--- src/rtl/freq_pkg.sv ---
// Shared types and range-select decoding for the frequency-meter counting stage.
package freq_pkg;

  typedef logic [3:0] bcd_digit_t;

  localparam logic [1:0] RANGE_DIV1    = 2'd0;
  localparam logic [1:0] RANGE_DIV10   = 2'd1;
  localparam logic [1:0] RANGE_DIV100  = 2'd2;
  localparam logic [1:0] RANGE_DIV1000 = 2'd3;

  localparam int PRESCALE_W = 10;

  // Returns N-1 so the prescaler compares directly against its current value.
  function automatic logic [PRESCALE_W-1:0] range_div(input logic [1:0] mode);
    logic [PRESCALE_W-1:0] r_div;
    case (mode)
      RANGE_DIV1:    r_div = 10'd0;
      RANGE_DIV10:   r_div = 10'd9;
      RANGE_DIV100:  r_div = 10'd99;
      RANGE_DIV1000: r_div = 10'd999;
      default:       r_div = 10'd0;
    endcase
    return r_div;
  endfunction

endpackage

--- src/rtl/freq_count_latch_bcd_decade.sv ---
// One decimal decade of the event counter: 0..9 with ripple carry into the next decade.
module bcd_decade
  import freq_pkg::*;
(
  input  logic       clk,
  input  logic       srst,
  input  logic       clr_n,
  input  logic       inc_in,
  output bcd_digit_t digit,
  output logic       carry_out,
  output logic       is_nine
);

  bcd_digit_t r_digit;

  always_ff @(posedge clk) begin
    if (srst || !clr_n) begin
      r_digit <= '0;
    end else if (inc_in) begin
      r_digit <= (r_digit == 4'd9) ? 4'd0 : r_digit + 4'd1;
    end
  end

  assign digit     = r_digit;
  assign is_nine   = (r_digit == 4'd9);
  assign carry_out = is_nine & inc_in;

endmodule

--- src/rtl/freq_count_latch.sv ---
// Gated, prescaled BCD event counter with a transparent/hold readout register.
module freq_count_latch
  import freq_pkg::*;
#(
  parameter int DIGITS      = 6,
  parameter int SYNC_STAGES = 2
) (
  input  logic                  clkCount,
  input  logic                  reset,
  input  logic                  sigIn,
  input  logic                  enable,
  input  logic                  clear,
  input  logic                  latch,
  input  logic [1:0]            testMode,
  output logic [4*DIGITS-1:0]   bcdOut,
  output logic                  overflow,
  output logic                  readyPulse
);

  logic [SYNC_STAGES-1:0] r_sync;
  logic                   r_hist;
  logic [PRESCALE_W-1:0]  r_pre;
  logic                   r_ovf_live;
  logic [4*DIGITS-1:0]    r_bcd;
  logic                   r_ovf;
  logic                   r_prev_latch;
  logic                   r_ready;

  logic                   w_edge;
  logic                   w_gated;
  logic [PRESCALE_W-1:0]  w_div;
  logic                   w_wrap;
  logic                   w_tick;
  logic [DIGITS:0]        w_carry;
  logic [DIGITS-1:0]      w_is_nine;
  logic                   w_all_nine;
  logic [4*DIGITS-1:0]    w_count;
  logic                   w_unused_top_carry;

  always_ff @(posedge clkCount) begin
    if (reset) begin
      r_sync <= '0;
      r_hist <= 1'b0;
    end else begin
      r_sync <= {r_sync[SYNC_STAGES-2:0], sigIn};
      r_hist <= r_sync[SYNC_STAGES-1];
    end
  end

  // A low clear masks the edge so a colliding edge is lost rather than counted.
  assign w_edge  = r_sync[SYNC_STAGES-1] & ~r_hist;
  assign w_gated = w_edge & enable & clear;
  assign w_div   = range_div(testMode);
  assign w_wrap  = (r_pre >= w_div);
  assign w_tick  = w_gated & w_wrap;

  always_ff @(posedge clkCount) begin
    if (reset || !clear) begin
      r_pre <= '0;
    end else if (w_gated) begin
      r_pre <= w_wrap ? '0 : r_pre + 10'd1;
    end
  end

  // Increments are blocked at all-nines so the counter saturates instead of rolling over.
  assign w_carry[0] = w_tick & ~w_all_nine;

  generate
    for (genvar gi = 0; gi < DIGITS; gi++) begin : g_decade
      bcd_decade u_decade (
        .clk       (clkCount),
        .srst      (reset),
        .clr_n     (clear),
        .inc_in    (w_carry[gi]),
        .digit     (w_count[4*gi +: 4]),
        .carry_out (w_carry[gi+1]),
        .is_nine   (w_is_nine[gi])
      );
    end
  endgenerate

  assign w_all_nine         = &w_is_nine;
  assign w_unused_top_carry = w_carry[DIGITS];

  always_ff @(posedge clkCount) begin
    if (reset || !clear) begin
      r_ovf_live <= 1'b0;
    end else if (w_tick && w_all_nine) begin
      r_ovf_live <= 1'b1;
    end
  end

  always_ff @(posedge clkCount) begin
    if (reset) begin
      r_bcd        <= '0;
      r_ovf        <= 1'b0;
      r_prev_latch <= 1'b1;
      r_ready      <= 1'b0;
    end else begin
      if (!latch) begin
        r_bcd <= w_count;
        r_ovf <= r_ovf_live;
      end
      r_prev_latch <= latch;
      r_ready      <= latch & ~r_prev_latch;
    end
  end

  assign bcdOut     = r_bcd;
  assign overflow   = r_ovf;
  assign readyPulse = r_ready;

endmodule

--- config.mk ---
export PLATFORM = sky130hd
export DESIGN_NAME = freq_count_latch
export DESIGN_NICKNAME = d
export VERILOG_FILES = /design/src/rtl/freq_pkg.sv /design/src/rtl/freq_count_latch_bcd_decade.sv /design/src/rtl/freq_count_latch.sv
export SDC_FILE = /design/constraint.sdc
export NUM_CORES = 1
export LEC_CHECK = 0
export ABC_AREA = 1
export ABC_CLOCK_PERIOD_IN_PS = 4200
export CORE_ASPECT_RATIO = 2
export CORE_MARGIN = 1.5
export CORE_UTILIZATION = 32
export DETAILED_ROUTE_END_ITERATION = 12
export PLACE_DENSITY_LB_ADDON = 0.12
export SETUP_SLACK_MARGIN = 0.5
export SLEW_MARGIN = 10
export SYNTH_ARGS = -nofsm -noshare
export SYNTH_HDL_FRONTEND = slang
export SYNTH_HIERARCHICAL = 1
export SYNTH_SLANG_ARGS = --single-unit
--- constraint.sdc ---
create_clock -name clkCount -period 4.2 [get_ports clkCount]
set_input_delay 1.05 -clock clkCount [delete_from_list [all_inputs] [get_ports clkCount]]
set_output_delay 1.05 -clock clkCount [all_outputs]
set_load 0.01 [all_outputs]
## Yosys cells after proc, flatten, opt, wreduce, memory -nomap -nowiden

Cells that the tools add are included.

- Bits in writable memories: 0
- Memories kept: 0
- Register bits after elaboration: 65
- Bits in read-only memories: 0
- Logic and storage cells: 58
- Input bits: 8
- Latch bits: 0
- Output and inout port bits: 26

- Shifts and indexed selects: 0
- Mux-type cells: 8
- Order comparisons: 1
- Div/mod/pow operators: 0
- Bitwise gates (word level): 14
- Eq/ne operators: 9
- Reductions and logical operators: 5
- $add $sub $neg: 7
- $mul: 0

Operators by type and width:

| kind | count |
|---|---|
| one-hot mux 10 bit (4 select lines) | 1 |
| adder 4 x 1 -> 4 bit (second input constant) | 6 |
| equality test 4 bit (second input constant) | 6 |
| 2-to-1 mux 4 bit | 6 |
| bitwise AND 1 bit | 11 |
| adder 10 x 1 -> 10 bit (second input constant) | 1 |
| >= comparator 10 bit | 1 |
| 2-to-1 mux 10 bit | 1 |
| AND reduction 6 bit | 1 |
| equality test 2 bit (second input constant) | 2 |
| inverter 1 bit | 3 |
| equality test 2 x 1 -> 1 bit (second input constant) | 1 |
| logical NOT 2 bit | 1 |
| logical AND 1 bit | 1 |
| logical NOT 1 bit | 1 |
| logical OR 1 bit | 1 |

## Depth between registers and ports, before layout

Gate-level depths: netlist (run 1).

- Word-level depth: 11
- Depth in mapped cells: 36
- Mapped depth without buffers: 36

## By module

Netlist (run 1), hierarchy kept.

Modules (own cells, without submodules):

| module | times used | cells an instance | area each (µm²) | sequential area each (µm²) |
|---|---|---|---|---|
| freq_count_latch | 1 | 231 | 1791.7 | 820.8 |
| bcd_decade | 6 | 34 | 212.7 | 80.1 |

## Worst setup path after synthesis (run 1)

OpenSTA, ideal clock, no wires.

- Path kind: input to register
- From: in testMode[0]
- To: reg g_decade[5].u_decade.r_digit[3]
- Path buffers: 0
- Data required time: 4.090 ns
- Stages: 35
- Slack: 0.074 ns
- Arrival: 4.015 ns
- Library setup time: 0.110 ns
- Cell sequence: or2_2 > ha_1 > inv_1 > nand2_1 > nand2_1 > nand2_1 > nand3_1 > nand3_1 > nand2_1 > nor2_1 > nand2_2 > inv_1 > nand3_1 > inv_1 > nand2_2 > inv_1 > nand3_1 > inv_1 > nand2_2 > inv_1 > nand3_1 > inv_1 > nand2_2 > inv_1 > nand3_1 > inv_1 > nand2_2 > inv_1 > nand3_1 > inv_1 > nand2_2 > nor2_2 > nand3_1 > nand2_1 > nor2_1

- Cells in the longest elaborated chain, start to end: 10
- Elaborated cells on any way between the ends: 13
- Those cells by class: order compare (1); eq/ne (3); mux (1); bitwise (7); reduce/logical (1)

Ends and longest elaborated chain:

| what | RTL line | source |
|---|---|---|
| from (decl) | freq_count_latch.sv:14 | `input logic [1:0] testMode,` |
| equality test 2 bit, or another cell as far along | freq_pkg.sv:16 | `case (mode)` |
| one-hot mux 10 bit (4 select lines) * | freq_pkg.sv:16 |  |
| >= comparator 10 bit * | freq_count_latch.sv:54 | `assign w_wrap = (r_pre >= w_div);` |
| bitwise AND 1 bit * | freq_count_latch.sv:55 | `assign w_tick = w_gated & w_wrap;` |
| bitwise AND 1 bit * | freq_count_latch.sv:66 | `assign w_carry[0] = w_tick & ~w_all_nine;` |
| named net w_carry[0] | freq_count_latch.sv:34 | `logic [DIGITS:0] w_carry;` |
| bitwise AND 1 bit * | freq_count_latch_bcd_decade.sv:26 | `assign carry_out = is_nine & inc_in;` |
| named net w_carry[1] | freq_count_latch.sv:34 |  |
| bitwise AND 1 bit * | freq_count_latch_bcd_decade.sv:26 |  |
| named net w_carry[2] | freq_count_latch.sv:34 |  |
| bitwise AND 1 bit * | freq_count_latch_bcd_decade.sv:26 |  |
| named net w_carry[3] | freq_count_latch.sv:34 |  |
| bitwise AND 1 bit * | freq_count_latch_bcd_decade.sv:26 |  |
| named net w_carry[4] | freq_count_latch.sv:34 |  |
| bitwise AND 1 bit * | freq_count_latch_bcd_decade.sv:26 |  |
| named net w_carry[5] | freq_count_latch.sv:34 |  |
| to (signal assigned) | freq_count_latch_bcd_decade.sv:20 | `r_digit <= (r_digit == 4'd9) ? 4'd0 : r_digit + 4'd1;` |
| to (decl) | freq_count_latch_bcd_decade.sv:14 | `bcd_digit_t r_digit;` |

The timed path passes the listed nets; every way through them passes the cells marked *. The select of a mux whose other input is x is not followed.
A chain may end at the register's enable or synchronous reset.

## Worst setup path after layout (run 1)

- From: in testMode[0]
- To: reg g_decade[5].u_decade.r_digit[2]

The elaborated chain is that of the path after synthesis.

==> flow_summary.json, run 1 <==
{
  "crit_arrival_ns": 3.80,
  "nNetsFinal": 517,
  "dr.pass1.iters": 4,
  "tritoncts": "yes",
  "synth_nets": 452,
  "grt_util_all_layers_pct": 15.2,
  "placedCellCount": 584,
  "cts_max_level": 3,
  "clock-root-buffer": "clkbuf_16",
  "io_buffers": 33,
  "pin_count": 34,
  "gr-total-overflow": 0,
  "instances_no_fill": 608,
  "critPathLaunchType": "input pin",
  "routed_wl_um": 7290,
  "maxCapViolations": 0,
  "cts_inserted_buffers": 9,
  "fmax_ghz": 0.283,
  "final_common_cell": "nor2_1",
  "finClkSkew_ns": 0.00715,
  "antenna_found_initial": 0,
  "worstPathRequired_ns": 4.47,
  "vias": 2778,
  "worstMarginPinSlew_ns": 0.523,
  "hold_class": "flip-flop to flip-flop",
  "grt_max_degree": 29,
  "max_slew_margin_pct": 65.1,
  "max_stage_delay_ns": 0.26,
  "final.min_clock_period_ns": 3.53,
  "final_cell_mix": "nor2_1 (93), dfxtp_1 (65), nand2_1 (61)",
  "grt_pass1_vias": 2719,
  "core-area_mm2": 0.00932,
  "avgRoutedWirePerCell_um": 12.0,
  "synthToLayoutAreaGrowth_pct": 35.8,
  "drive_gt1_share_pct": 26.8,
  "ys.warnings.count": 6,
  "die_area_mm2": 0.0102,
  "peakVddDrop_uv": 350,
  "crit_buf_inv": 13,
  "syn_area_mm2": 0.00306,
  "p_per_area_mw_per_mm2": 387,
  "hold_violations": 0,
  "clock_sinks": 65,
  "cts_hold_buf": 0,
  "fin_util_pct": 44.6,
  "diodes": 0,
  "chipHeight_um": 141,
  "p_leak_nw": 1.85,
  "drtAntennaViolNets": 0,
  "gp_congestion": 0.855,
  "grt_pass1_wl_um": 12000,
  "finalSetupViolCount": 0,
  "syn_area_per_cell_um2": 7.06,
  "via_per_inst": 4.57,
  "rows": 50,
  "critPathSlowestCell": "ha_4",
  "outcome": "completed",
  "worstSetupPathType": "input pin to flip-flop",
  "period_share_pct": 84.0,
  "rsz0062_at_grt": "true",
  "die_w_um": 72.2,
  "worst-path-max-fanout": 3,
  "worst_setup_path_end_kind": "flip-flop",
  "clkTransAtPathRegs_ns": 0.06,
  "cpLargestDelayFamily": "simple AND/OR/NAND/NOR gates",
  "drc_errors": 0,
  "hpwl_um": 5480,
  "path_common_cell": "inv_2",
  "cts_buffer_depth": 2,
  "drt_iter0_drc": 56,
  "slew_violations": 0,
  "start_util_pct": 32.9,
  "clk_latency_ns": 0.33,
  "syn_inst": 434
}
==> stage by stage <==
step	worst slack [ns]	TNS (ns)	area, um2	hold slack (ns)	power [mW]
4_1_cts	0.513	0	4060	0.385	1.63
6_report	0.672	0	4160	0.381	1.61
2_1_floorplan	0.433	0	3110	0.373	0.700
3_3_place_gp	-0.113	-0.308	3690	0.382	0.750
3_5_place_dp	-0.238	-1.09	3690	0.383	0.751
5_1_grt	0.427	0	4160	0.397	1.67
==> state kept, by name (all words and copies together) (netlist names) <==
signal                   flops
r_hist                       1
r_sync                       2
r_pre                       10
r_prev_latch                 1
g_decade.u_decade/digit     24
readyPulse                   1
bcdOut                      24
overflow                     1
r_ovf_live                   1
==> power breakdown <==
group | total [mW] | internal, mW | switching (mW)
clock | 0.868 | 0.583 | 0.286
combinational | 0.103 | 0.0478 | 0.0553
sequential | 0.637 | 0.630 | 0.00650
total | 1.61 | 1.26 | 0.347
==> metal layers <==
layer | vias to the layer above | routed length, um | track usage (%)
li1 | 1465 | - | -
met1 | 1267 | 2730 | 14.1
met2 | 33 | 4200 | 29.8
met3 | 13 | 178 | 3.34
met4 | 0 | 190 | 7.45
met5 | - | 0 | 0
==> final timing paths <==
check | startpoint | cells past startpoint | slack, ns | endpoint
min reg2reg | r_prev_latch$_SDFF_PP1_ | 1 | 0.38 | readyPulse$_SDFF_PP0_
min | r_prev_latch$_SDFF_PP1_ | 1 | 0.38 | readyPulse$_SDFF_PP0_
max reg2reg | r_pre[0]$_SDFFE_PP0P_ | 36 | 1.28 | g_decade[5].u_decade/digit[2]$_SDFFE_PP0P_
max | testMode[0] | 37 | 0.67 | g_decade[5].u_decade/digit[2]$_SDFFE_PP0P_
==> repair_timing <==
action                     4_1_cts  5_1_grt
buffers inserted                 1        7
gates resized for setup          9       20
pin swaps                        2        4
setup endpoints to repair        9        7
==> area by class of cell <==
class,count,area [um2]
Fill cell,952,5160
Clock buffer,10,229
Inverter,73,274
Sequential cell,65,1300
Clock inverter,6,115
Timing Repair Buffer,60,539
Tap cell,104,130
Multi-Input combinational cell,290,1570
No activity file was read; power rests on OpenSTA's default activity.
==> run 2: changes to the inputs <==
--- a/config.mk
+++ b/config.mk
@@ -6,7 +6,7 @@
 export NUM_CORES = 1
 export LEC_CHECK = 0
 export ABC_AREA = 1
-export ABC_CLOCK_PERIOD_IN_PS = 4200
+export ABC_CLOCK_PERIOD_IN_PS = 2900
 export CORE_ASPECT_RATIO = 2
 export CORE_MARGIN = 1.5
 export CORE_UTILIZATION = 32
==> constraint.sdc (replaced) <==
create_clock -name clkCount -period 2.9 [get_ports clkCount]
set_input_delay 0.725 -clock clkCount [delete_from_list [all_inputs] [get_ports clkCount]]
set_output_delay 0.725 -clock clkCount [all_outputs]
set_load 0.01 [all_outputs]
==> run 2 against run 1 <==
Net effect:
- the flow now finishes with violations (negative setup slack)
- utilization up 5.1 points
- critical path depth is 9 lower
- die area unchanged
- worst setup slack got worse by 1.2 ns
- global-route usage rose by 2.4 points
- final cell count is 9.9% higher
- sequential power rose by 45%
==> flow_summary.json, run 2 (synthesized netlist as in run 1, its figures left out) <==
{
  "die_w_um": 72.2,
  "crit_start": "testMode[1]",
  "grt_util_all_layers_pct": 17.6,
  "crit_end": "g_decade[0].u_decade/digit[3]$_SDFFE_PP0P_",
  "avgRoutedWirePerCell_um": 12.7,
  "gr-total-overflow": 0,
  "hold_violations": 0,
  "p_leak_nw": 2.13,
  "crit_buf_inv": 15,
  "instances_no_fill": 668,
  "synthToLayoutAreaGrowth_pct": 51.2,
  "p_per_area_mw_per_mm2": 442,
  "grt_pass1_wl_um": 13800,
  "vias": 3055,
  "routed_wl_um": 8470,
  "fmax_ghz": 0.295,
  "antenna_found_initial": 0,
  "placedCellCount": 596,
  "cpLargestDelayFamily": "buffers and inverters",
  "diodes": 0,
  "dr.pass1.iters": 4,
  "tns_ns": -4.64,
  "tritoncts": "yes",
  "io_buffers": 33,
  "critPathLaunchType": "input pin",
  "stdcell_area_mm2": 0.00463,
  "path_common_cell": "buf_4",
  "num-fill-cells": 916,
  "start_util_pct": 32.9,
  "outcome": "finished, violations left",
  "cts_inserted_buffers": 9,
  "gp_congestion": 0.852,
  "worstReg2RegStart": "r_pre[0]$_SDFFE_PP0P_",
  "drtAntennaViolNets": 0,
  "clkTransAtPathRegs_ns": 0.06,
  "grt_max_degree": 29,
  "hold_class": "flip-flop to flip-flop",
  "worst-path-max-fanout": 3,
  "placed_area_mm2": 0.00378,
  "peakVddDrop_uv": 287,
  "max_stage_delay_ns": 0.26,
  "period_share_pct": 117,
  "r2r-end": "g_decade[0].u_decade/digit[3]$_SDFFE_PP0P_",
  "r2r_cells": 27,
  "finalSetupViolCount": 15,
  "pin_count": 34,
  "worstPathRequired_ns": 3.13,
  "rows": 50,
  "worstMarginPinSlew_ns": 0.545,
  "worstSetupPathType": "input pin to flip-flop",
  "finClkSkew_ns": 0.00479,
  "final_cell_mix": "nor2_1 (93), buf_4 (79), dfxtp_1 (65)",
  "crit_arrival_ns": 3.62,
  "die_area_mm2": 0.0102,
  "final.min_clock_period_ns": 3.39,
  "max_slew_margin_pct": 63.6,
  "drt_iter0_drc": 78,
  "clock_sinks": 65,
  "via_per_inst": 4.57,
  "clk_latency_ns": 0.33,
  "drive_gt1_share_pct": 35.8,
  "maxCapViolations": 0,
  "fin_ws_ns": -0.492,
  "cts_buffer_depth": 2,
  "core-area_mm2": 0.00932,
  "r2r_slack_ns": -0.16,
  "chipHeight_um": 141,
  "dp_slack_ns": -1.21,
  "nNetsFinal": 577,
  "clock-root-buffer": "clkbuf_16",
  "slew_violations": 0,
  "drc_errors": 0,
  "cts_hold_buf": 0,
  "rsz0062_at_grt": "true",
  "worstSetupPathDepth": 28,
  "cts_max_level": 3,
  "worst_setup_path_end_kind": "flip-flop",
  "violations": "negative setup slack",
  "hpwl_um": 5620,
  "grt_pass1_vias": 3102,
  "critPathSlowestCell": "ha_4",
  "final_common_cell": "nor2_1"
}
## run 2: cell count changes in the layout (fill, tap and decap cells not counted), sizes merged
cell,change
buf,+60
clkinv,+3
inv,-1
clkinvlp,+1
bufinv,-3
## run 2: repair_timing
item | in CTS | in global routing
resized for setup | 26 | 22
pin swaps | 11 | 11
cloned | 0 | 0
setup endpoints to repair | 23 | 25
buffers inserted | 49 | 7
## run 2: worst min path at each step
stage,from,to,cells after the start
2_1_floorplan,r_prev_latch$_SDFF_PP1_,readyPulse$_SDFF_PP0_,1
3_3_place_gp,r_prev_latch$_SDFF_PP1_,readyPulse$_SDFF_PP0_,1
3_5_place_dp,r_prev_latch$_SDFF_PP1_,readyPulse$_SDFF_PP0_,1
4_1_cts,r_prev_latch$_SDFF_PP1_,readyPulse$_SDFF_PP0_,1
5_1_grt,r_prev_latch$_SDFF_PP1_,readyPulse$_SDFF_PP0_,1
6_report,r_prev_latch$_SDFF_PP1_,readyPulse$_SDFF_PP0_,1
## run 2: layout make-up
class | count | area (um2) | share of cell area (%)
clock inverters | 6 | 35.0 | 0.756
well taps | 104 | 130 | 2.81
repair buffers | 120 | 1020 | 22.0
flip-flops and latches | 65 | 1300 | 28.1
clock buffers | 10 | 229 | 4.94
multi-input cells | 290 | 1640 | 35.5
inverters | 73 | 274 | 5.91
## run 2: per-layer routing
| metal | GRT usage [%] | routed length (um) | up-vias |
|---|---|---|---|
| li1 | - | - | 1579 |
| met1 | 16.5 | 3130 | 1407 |
| met2 | 34.1 | 4850 | 52 |
| met3 | 3.41 | 224 | 17 |
| met4 | 9.43 | 271 | 0 |
| met5 | 0 | 0 | - |
## run 2: power breakdown
part	leakage, nW	internal [mW]	switching (mW)
registers	0.529	0.913	0.00987
logic	1.47	0.0733	0.0850
clock network	0.128	0.571	0.395
## run 2: through the flow
stage	hold WS (ns)	util, %	total power, mW
2_1_floorplan	0.373	-	1.01
3_3_place_gp	0.382	40.5	1.09
3_5_place_dp	0.391	40.5	1.09
4_1_cts	0.395	47.9	2.07
5_1_grt	0.400	49.7	2.14
6_report	0.391	49.7	2.05
==> run 3: changes to the inputs <==
--- a/config.mk
+++ b/config.mk
@@ -9,7 +9,7 @@
 export ABC_CLOCK_PERIOD_IN_PS = 2900
 export CORE_ASPECT_RATIO = 2
 export CORE_MARGIN = 1.5
-export CORE_UTILIZATION = 32
+export CORE_UTILIZATION = 42
 export DETAILED_ROUTE_END_ITERATION = 12
 export PLACE_DENSITY_LB_ADDON = 0.12
 export SETUP_SLACK_MARGIN = 0.5
==> run 3 against run 2 <==
Net effect:
- the run still ends with negative setup slack left
- flip-flop and latch count stayed put
- non-clock buffer count is 22 lower
- register-to-register slack hardly changed
==> flow_summary.json, run 3 (synthesized netlist as in run 1, its figures left out) <==
{
  "placed_area_mm2": 0.00375,
  "hold_violations": 0,
  "max_stage_delay_ns": 0.25,
  "dr.pass1.iters": 4,
  "fin_util_pct": 62.4,
  "pin_count": 34,
  "path_common_cell": "inv_2",
  "grt_pass1_vias": 3111,
  "grt_pass1_wl_um": 13300,
  "multi_input_comb_area_mm2": 0.00157,
  "p_per_area_mw_per_mm2": 460,
  "worst_setup_path_end_kind": "flip-flop",
  "worstPathRequired_ns": 3.12,
  "routed_wl_um": 7830,
  "period_share_pct": 117,
  "drt_iter0_drc": 88,
  "outcome": "finished, violations left",
  "maxCapViolations": 0,
  "chipHeight_um": 124,
  "dp_slack_ns": -1.21,
  "drive_gt1_share_pct": 31.5,
  "max_slew_margin_pct": 65.0,
  "rows": 43,
  "cts_buffer_depth": 2,
  "start_util_pct": 43.8,
  "core-area_mm2": 0.00699,
  "via_per_inst": 4.79,
  "tritoncts": "yes",
  "grt_util_all_layers_pct": 21.8,
  "final.min_clock_period_ns": 3.38,
  "antenna_found_initial": 0,
  "finalSetupViolCount": 15,
  "critPathSlowestCell": "or2_4",
  "clkTransAtPathRegs_ns": 0.05,
  "violations": "negative setup slack",
  "worst-path-max-fanout": 3,
  "clock-root-buffer": "clkbuf_16",
  "drtAntennaViolNets": 0,
  "rsz0062_at_grt": "true",
  "peakVddDrop_uv": 413,
  "final_cell_mix": "nor2_1 (95), dfxtp_1 (65), nand2_1 (58)",
  "total_power_mw": 2.01,
  "slew_violations": 0,
  "stdcell_area_mm2": 0.00436,
  "grt_max_degree": 29,
  "worstSetupPathType": "input pin to flip-flop",
  "gp_congestion": 0.832,
  "fin_hold_ws_ns": 0.404,
  "synthToLayoutAreaGrowth_pct": 42.4,
  "critPathLaunchType": "input pin",
  "die_w_um": 63.4,
  "gr-total-overflow": 0,
  "regArea_mm2": 0.00130,
  "vias": 3029,
  "crit_arrival_ns": 3.60,
  "fin_ws_ns": -0.479,
  "avgRoutedWirePerCell_um": 12.4,
  "die_area_mm2": 0.00785,
  "diodes": 0,
  "final_common_cell": "nor2_1",
  "clk_latency_ns": 0.33,
  "cts_max_level": 3,
  "drc_errors": 0,
  "io_buffers": 33,
  "fmax_ghz": 0.296,
  "num-fill-cells": 651,
  "hpwl_um": 5380,
  "p_leak_nw": 2.02,
  "cts_inserted_buffers": 9,
  "clock_sinks": 65,
  "worstMarginPinSlew_ns": 0.524,
  "hold_class": "flip-flop to flip-flop",
  "finClkSkew_ns": 0.00233,
  "nNetsFinal": 555
}
run 3: layer usage:
layer	vias up	routed length (um)	GRT usage (%)
met3	20	193	4.34
met4	0	281	12.1
met2	66	4660	44.6
met5	-	0	0
li1	1542	-	-
met1	1401	2700	19.0
run 3: power by group:
part | switching, mW | total [mW] | internal [mW] | leakage, nW
Combinational | 0.0793 | 0.147 | 0.0677 | 1.36
Sequential | 0.00993 | 0.924 | 0.914 | 0.529
Clock | 0.364 | 0.936 | 0.572 | 0.130
Total | 0.453 | 2.01 | 1.55 | 2.02
run 3: worst max-delay path, delay by kind of cell:
family,cells,cell delay (ns)
AND/OR/NAND/NOR,16,1.24
buffers and inverters,16,1.26
adder cells (fa/ha/maj),1,0.23
AO/OA/AOI/OAI,1,0.12
run 3: per-stage QoR:
step | setup TNS (ns) | std cells
CTS | -4.07 | 628
detailed placement | -14.13 | 581
global placement | -11.99 | 581
finish | -5.53 | 632
global route | -9.15 | 632
floorplan | -2.93 | 434
run 3: what timing repair did:
action	4_1_cts	5_1_grt
hold buffers	0	0
setup buffers	31	4
pin swaps	12	14
gates resized for setup	26	10
setup endpoints to repair	23	22
run 3: final timing paths:
path | to | start | cells past startpoint | slack [ns]
min | readyPulse$_SDFF_PP0_ | r_prev_latch$_SDFF_PP1_ | 1 | 0.40
max reg2reg | g_decade[3].u_decade/digit[1]$_SDFFE_PP0P_ | r_pre[5]$_SDFFE_PP0P_ | 29 | -0.17
min reg2reg | readyPulse$_SDFF_PP0_ | r_prev_latch$_SDFF_PP1_ | 1 | 0.40
max | g_decade[3].u_decade/digit[1]$_SDFFE_PP0P_ | testMode[0] | 34 | -0.48
run 3: cell type report:
cell class              count  share of cell area [%]
inverters                  73                    6.28
clock buffers              12                    5.42
repair buffers             98                    19.6
multi-input cells         290                    35.9
clock inverters             4                   0.459
well taps                  90                    2.58
flip-flops and latches     65                    29.8
